<file path="config.mk">
export PLATFORM = sky130hd
export DESIGN_NAME = average_seq_ctrl
export DESIGN_NICKNAME = d
export VERILOG_FILES = /design/src/rtl/average_seq_ctrl.sv
export SDC_FILE = /design/constraint.sdc
export NUM_CORES = 1
export LEC_CHECK = 0
export BUFFER_PORTS_ARGS = -buffer_cell sky130_fd_sc_hd__buf_2
export CORE_MARGIN = 4
export CORE_UTILIZATION = 55
export DETAILED_ROUTE_END_ITERATION = 7
export HOLD_SLACK_MARGIN = 0.12
export PLACE_DENSITY_LB_ADDON = 0.25
export SETUP_SLACK_MARGIN = 0.5
export SYNTH_ARGS = -nofsm -noshare
export SYNTH_HDL_FRONTEND = slang
export SYNTH_SLANG_ARGS = --single-unit
</file>
<file path="constraint.sdc">
create_clock -name clk -period 5.4 [get_ports clk]
set_input_delay 1.62 -clock clk [delete_from_list [all_inputs] [get_ports clk]]
set_output_delay 1.62 -clock clk [all_outputs]
set_load 0.03 [all_outputs]
</file>
<file path="src/rtl/average_seq_ctrl.sv">
// average_seq_ctrl: sequencer around the pipelined moving-average adder tree.
// Owns the sample history, masks taps beyond the window, tracks tokens and buffers results.
module average_seq_ctrl #(
    parameter int REG_SIZE  = 7,
    parameter int BIT_WIDTH = 16
) (
    input  logic                                 clk,
    input  logic                                 n_rst,
    input  logic [31:0]                          i_cfg_sample_size,
    input  logic                                 i_cfg_update,
    input  logic                                 i_in_valid,
    output logic                                 o_in_ready,
    input  logic [BIT_WIDTH-1:0]                 i_in_data,
    output logic [BIT_WIDTH-1:0]                 o_tree_din,
    output logic [REG_SIZE-1:0][BIT_WIDTH-1:0]   o_tree_prev,
    output logic [31:0]                          o_tree_sample_size,
    input  logic [BIT_WIDTH-1:0]                 i_tree_dout,
    output logic                                 o_out_valid,
    input  logic                                 i_out_ready,
    output logic [BIT_WIDTH-1:0]                 o_out_data,
    output logic                                 o_busy
);

    localparam int PIPE_LAT   = $clog2(REG_SIZE + 1);
    localparam int FIFO_DEPTH = PIPE_LAT + 1;
    localparam int PTR_W      = $clog2(FIFO_DEPTH);
    localparam int CNT_W      = $clog2(FIFO_DEPTH + 1);

    typedef enum logic [1:0] {S_FLUSH, S_FILL, S_RUN, S_DRAIN} state_t;

    state_t               r_state;
    logic [BIT_WIDTH-1:0] r_hist [REG_SIZE];
    logic [7:0]           r_fill_cnt;
    logic [31:0]          r_active_n;
    logic [31:0]          r_pend_n;
    logic [PIPE_LAT-1:0]  r_tok_v;
    logic [PIPE_LAT-1:0]  r_tok_e;
    logic [BIT_WIDTH-1:0] r_mem [FIFO_DEPTH];
    logic [PTR_W-1:0]     r_wr_ptr;
    logic [PTR_W-1:0]     r_rd_ptr;
    logic [CNT_W-1:0]     r_count;

    logic        w_accept;
    logic        w_emit;
    logic        w_push;
    logic        w_pop;
    logic        w_window_done;
    logic [31:0] w_cfg_n;
    logic [31:0] w_inflight;

    // Window sizes the tree cannot represent fall back to 4.
    function automatic logic [31:0] legalise(input logic [31:0] n);
        logic ok;
        ok = (n >= 32'd2) && (n <= 32'd128) && ((n & (n - 32'd1)) == 32'd0)
             && (n <= 32'(REG_SIZE + 1));
        return ok ? n : 32'd4;
    endfunction

    always_comb begin
        w_inflight = '0;
        for (int i = 0; i < PIPE_LAT; i++) begin
            w_inflight = w_inflight + 32'(r_tok_v[i]);
        end
    end

    assign w_cfg_n       = legalise(i_cfg_sample_size);
    assign w_window_done = (32'(r_fill_cnt) == r_active_n - 32'd1);
    assign w_emit        = (r_state == S_RUN) || ((r_state == S_FILL) && w_window_done);
    // Non-emitting tokens are counted too, which keeps the FIFO from ever overflowing.
    assign o_in_ready    = ((r_state == S_FILL) || (r_state == S_RUN))
                           && ((32'(r_count) + w_inflight) < 32'(FIFO_DEPTH))
                           && !i_cfg_update;
    assign w_accept      = i_in_valid && o_in_ready;
    assign w_push        = r_tok_v[PIPE_LAT-1] && r_tok_e[PIPE_LAT-1];
    assign o_out_valid   = (r_count != '0);
    assign w_pop         = o_out_valid && i_out_ready;

    assign o_tree_din         = i_in_data;
    assign o_tree_sample_size = r_active_n;
    assign o_busy             = (r_state == S_DRAIN) || (r_state == S_FLUSH);
    assign o_out_data         = o_out_valid ? r_mem[r_rd_ptr] : '0;

    always_comb begin
        for (int k = 0; k < REG_SIZE; k++) begin
            o_tree_prev[k] = (32'(k) < r_active_n - 32'd1) ? r_hist[k] : '0;
        end
    end

    always_ff @(posedge clk) begin
        if (!n_rst) begin
            r_state    <= S_FLUSH;
            r_fill_cnt <= '0;
            r_active_n <= w_cfg_n;
            r_pend_n   <= w_cfg_n;
            for (int k = 0; k < REG_SIZE; k++) r_hist[k] <= '0;
        end else begin
            if (i_cfg_update) r_pend_n <= w_cfg_n;
            if (w_accept) begin
                r_hist[0] <= i_in_data;
                for (int k = 1; k < REG_SIZE; k++) r_hist[k] <= r_hist[k-1];
            end
            case (r_state)
                S_FLUSH: begin
                    for (int k = 0; k < REG_SIZE; k++) r_hist[k] <= '0;
                    r_fill_cnt <= '0;
                    r_active_n <= i_cfg_update ? w_cfg_n : r_pend_n;
                    r_state    <= S_FILL;
                end
                S_FILL: begin
                    if (i_cfg_update) begin
                        r_state <= S_DRAIN;
                    end else if (w_accept) begin
                        r_fill_cnt <= r_fill_cnt + 8'd1;
                        if (w_window_done) r_state <= S_RUN;
                    end
                end
                S_RUN: begin
                    if (i_cfg_update) r_state <= S_DRAIN;
                end
                S_DRAIN: begin
                    if (w_inflight == '0) r_state <= S_FLUSH;
                end
                default: r_state <= S_FLUSH;
            endcase
        end
    end

    // Token at stage i matches the sample that entered the tree i+1 cycles ago.
    always_ff @(posedge clk) begin
        if (!n_rst) begin
            r_tok_v <= '0;
            r_tok_e <= '0;
        end else begin
            r_tok_v[0] <= w_accept;
            r_tok_e[0] <= w_accept && w_emit;
            for (int i = 1; i < PIPE_LAT; i++) begin
                r_tok_v[i] <= r_tok_v[i-1];
                r_tok_e[i] <= r_tok_e[i-1];
            end
        end
    end

    always_ff @(posedge clk) begin
        if (!n_rst) begin
            r_wr_ptr <= '0;
            r_rd_ptr <= '0;
            r_count  <= '0;
        end else begin
            if (w_push) begin
                r_mem[r_wr_ptr] <= i_tree_dout;
                r_wr_ptr <= (r_wr_ptr == PTR_W'(FIFO_DEPTH - 1)) ? '0 : r_wr_ptr + PTR_W'(1);
            end
            if (w_pop) begin
                r_rd_ptr <= (r_rd_ptr == PTR_W'(FIFO_DEPTH - 1)) ? '0 : r_rd_ptr + PTR_W'(1);
            end
            r_count <= r_count + CNT_W'(w_push) - CNT_W'(w_pop);
        end
    end

endmodule
</file>
After elaboration in Yosys (flattened, before gate mapping)
Memory sizes are Yosys's and may differ from the RTL's. A register that Yosys moved wholly into a read port is not among the register bits.
Cells that the tools add are included.

operators by class
  $lt $le $gt $ge = 11
  bitwise operators = 15
  add/sub/neg operators = 10
  multiplexer cells = 50
  equality and inequality tests = 13
  reduce and logical (&&, ||, !) cells = 21

operators with widths
  cell                     count
  $mux W16                 22
  $mux W32                 5
  $lt A3 B32 Y1 const A    3
  $logic_not A32 Y1        2
  $lt A1 B32 Y1 const A    2
  $lt A2 B32 Y1 const A    2
  $sub A32 B1 Y32 const B  2
  $and A32 B32 Y32         1
  $eq A8 B32 Y1            1
  $ge A32 B2 Y1 const B    1
  $le A32 B4 Y1 const B    1
  $le A32 B8 Y1 const B    1
  $mux W2                  9
  $mux W8                  2
  $pmux W8 S2              1
  $or A1 B1 Y1             14
  $logic_and A1 B1 Y1      10
  $mux W1                  10
  $add A8 B1 Y8 const B    1
  $eq A2 B2 Y1 const B     4
  $pmux W2 S4              1
  $ne A2 B2 Y1 const B     3
  $ne A3 B3 Y1 const B     2
  $add A2 B1 Y2 const B    2
  15 further kinds         18

word-level totals
  memories = 2
  input bits = 69
  RAM bits = 176
  register bits = 87

memories
  memory  depth  bits a word  read ports  clocked after Yosys merged registers in  write ports  line  text
  r_hist  7      16           7           0                                        7            32    logic [BIT_WIDTH-1:0] r_hist [REG_SIZE];
  r_mem   4      16           1           1                                        1            38    logic [BIT_WIDTH-1:0] r_mem [FIFO_DEPTH];

Longest topological paths before layout
  word-level depth = 12
  depth in mapped cells = 13
  depth with buffers taken out = 11

Least setup slack after synthesis
OpenSTA, ideal clock, no wires.

  kind = input-to-reg
  from = input i_cfg_update
  to = memory r_hist[1][0] (enable)
  cell stages on the path = 5
  slack = 0.532 ns
  data arrival time = 4.454 ns
  data required time = 4.986 ns
  path through = or4b_2 a31oi_1 nand2_1 clkbuf_1 nand3_1

RTL lines
  element          line  text
  start, declared  10    input logic i_cfg_update,
  end, declared    32

==> results.cfg <==
[status]
status = finished, final reports clean

[sta]
timing.final.crit_share_pct = 94.1
fin_worst_skew_ns = 0.0101
hold_slack_ns = 0.432
clock.fmax_mhz = 197
period_needed_ns = 5.08
fin_setup_tns_ns = 0
rsz0062_at_grt = true
finalHoldViolCount = 0
setup_viol = 0
worst_pin_slew_ns = 1.07
slew_headroom_pct = 28.3
timing.final.max_slew_violations = 0

[detailed_routing]
initialDrtViolationCount = 574
routed_wl_um = 28400
wire_per_inst_um = 18.5
ant_nets = 0
first_pass_iters = 5
vias = 8280
post_drt_via_cell_ratio = 5.40
drcViolationCount = 0

[logic_synthesis]
syn_avg_cell_area_um2 = 11.9
synth_area_leaders = edfxtp_1 42%, dfxtp_1 18%, and2_1 8.9%, nand2_1 3.7%, mux4_2 3.1%
synth_nets = 1055
synth_enable_flop_cells = 160
synth_cells = 969
yosysSeqAreaShare_pct = 59.7
yosysUniqueCellTypes = 77
synthMostInstantiatedCell = and2_1
yosys_register_bits = 265
syn_area_um2 = 11600
yosys.area.top_type = edfxtp_1
synth_ff_type = edfxtp_1
async_flop_share_pct = 0
yosys-top-cells-count = 164 x and2_1, 160 x edfxtp_1, 113 x nand2_1, 105 x dfxtp_1, 55 x a21oi_1
yosysWarnings = 0
synth_top_area_share_pct = 41.6

[global_route]
grt_usage_pct = 23.0
overflow = 0
use_met3_pct = 3.73
grtUsageMet2_pct = 39.2
grt_pass1_wl_um = 43900
antenna_found_initial = 0
grt_start_max_net_pins = 70
grt_pass1_vias = 8206
gr-max-usage-layer = met2
grtUsageMet1_pct = 30.2

[worst_setup_path]
setup.worst_path.start_class = flip-flop
cp_cell_sequence = buf_4, or4_4, nor2_4, xor2_2, a2111oi_4, buf_4, nor3b_4, clkbuf_16, o211ai_4, and2_4, buf_6
path_common_cell = buf_4
slowest_delay_ns = 0.57
crit_fanout = 8
cp_slowest_cell = or4_4
r2r_cells = 9
crit_type = flip-flop to output port
crit_arrival_ns = 3.46
worstPathRequired_ns = 3.78
r2r-start = r_tok_v[0]
reg2reg_to = r_hist[3][0]
regToRegSetupSlack_ns = 2.23
end_kind = output port

[place]
placed_area_um2 = 12900
dp_hpwl_um = 17000
routabilityCongestion = 0.865
portBuffers = 247

[min_path]
worstHoldStart = r_tok_e[0]
hold_end = r_tok_e[1]
hold_class = flip-flop to flip-flop
min_path_cells = 1

[clocking]
clock_sinks = 265
cts_buffers = 26
htree_levels = 1
cts.root.buffer_cell = clkbuf_16
cts_tree = yes
cts.clk_slew.worst_paths_ns = 0.06
cts-root-to-sink-buffers = 3
clk_latency_ns = 0.52

[floorplan]
coreArea_um2 = 20400
die_h_um = 153
start_util_pct = 56.6
io_pins = 248
die_width_um = 153
rows = 52
die_area_um2 = 23400

[pwr]
powerDensity_nw_per_um2 = 502
ir_drop_uv = 334
p_leak_nw = 6.25

[cells_and_area]
design_area_um2 = 15100
utilization_pct = 74.1
area_growth_pct = 30.9
layout.nets = 1330
antenna_cells = 0
drive_above_1_share_pct = 41.6

[run]
maxCapViolCount = 0
-- worst max-delay path by stage --
stage | start | endpoint | slack [ns] | cells past startpoint
final | o_tree_sample_size[0] | o_tree_prev[73] | 0.32 | 11
after global routing | o_tree_sample_size[1] | o_tree_prev[70] | 0.16 | 14
after CTS | o_tree_sample_size[1] | o_tree_prev[72] | 0.41 | 11
after detailed placement | o_tree_sample_size[0] | o_tree_prev[80] | 0.34 | 10
after global placement | o_tree_sample_size[0] | o_tree_prev[86] | 0.43 | 9
after floorplan | i_cfg_update | r_hist[1][0] | 0.53 | 5
-- cell type report --
type / count / area (um2)
flip-flops and latches: 265 / 6910
fillers: 1357 / 5290
multi-input cells: 628 / 4740
repair buffers: 305 / 2210
clock buffers: 37 / 763
well taps: 270 / 338
clock inverters: 11 / 113
inverters: 18 / 67.6
-- logic make-up after synthesis --
group	after synthesis	synth area share, %
buffers and inverters	83	3.65
multiplexers	17	3.20
AND/OR/NAND/NOR	473	24.6
adder cells (fa/ha/maj)	17	1.97
AO/OA/AOI/OAI	94	5.25
flip-flops	265	59.7
XOR/XNOR	20	1.64
-- worst max-delay path: cells and delay by family (launching register included) --
kind	cells	cell delay [ns]
flops	1	0.38
compound gates	2	0.46
buf+inv	4	0.70
simple gates	4	1.28
xor+xnor	1	0.11
-- where the power goes --
| group | switching, mW | total [mW] | internal, mW | leakage, nW |
|---|---|---|---|---|
| clock | 0.738 | 1.82 | 1.08 | 0.437 |
| combinational | 1.79 | 2.98 | 1.19 | 3.31 |
| sequential | 0.299 | 2.80 | 2.50 | 2.50 |
-- sequential cells by signal, indices dropped and copies added, names as in the netlist, named ones only --
signal              count
o_tree_sample_size     32
r_count                 3
r_fill_cnt              8
r_hist                112
r_mem                  64
r_pend_n               32
r_rd_ptr                2
r_state                 2
r_tok_e                 3
r_tok_v                 3
r_wr_ptr                2
-- metal layers --
layer / vias to the layer above / share of wire, %
li1: 3954 / -
met1: 3914 / 41
met2: 351 / 50
met3: 61 / 5.9
met4: 0 / 3.5
met5: - / 0
-- cells in the final DEF (no fill, tap or decap), drive strengths merged, types with 3 or more instances in the layout --
master  instances
clkinv          7
nand4           8
xor2            8
dfxtp         105
nor4           20
o211ai          4
xnor2          11
and2          214
o31a            3
or4b            3
and4            3
o21ai           7
and3           24
nor3           15
ha             15
a311oi          4
nor2           30
mux4           16
buf           304
a21oi          55
clkbuf         38
inv            20
nand3          21
nor2b          10
edfxtp        160
nand2         113
or3             4
-- stage by stage --
step / cells / total power, mW / setup WS [ns]
after floorplan: 969 / 4.41 / 0.532
after global placement: 1434 / 5.10 / 0.431
after detailed placement: 1434 / 5.12 / 0.336
after CTS: 1525 / 7.33 / 0.409
after global routing: 1534 / 7.92 / 0.157
final: 1534 / 7.60 / 0.317
-- what timing repair did --
item,4_1_cts,5_1_grt
cloned,7,1
setup buffers,36,8
hold buffers,0,0
gates resized for setup,105,205
setup endpoints to repair,112,112
pin swaps,101,77
(Power assumes the default switching activity.)
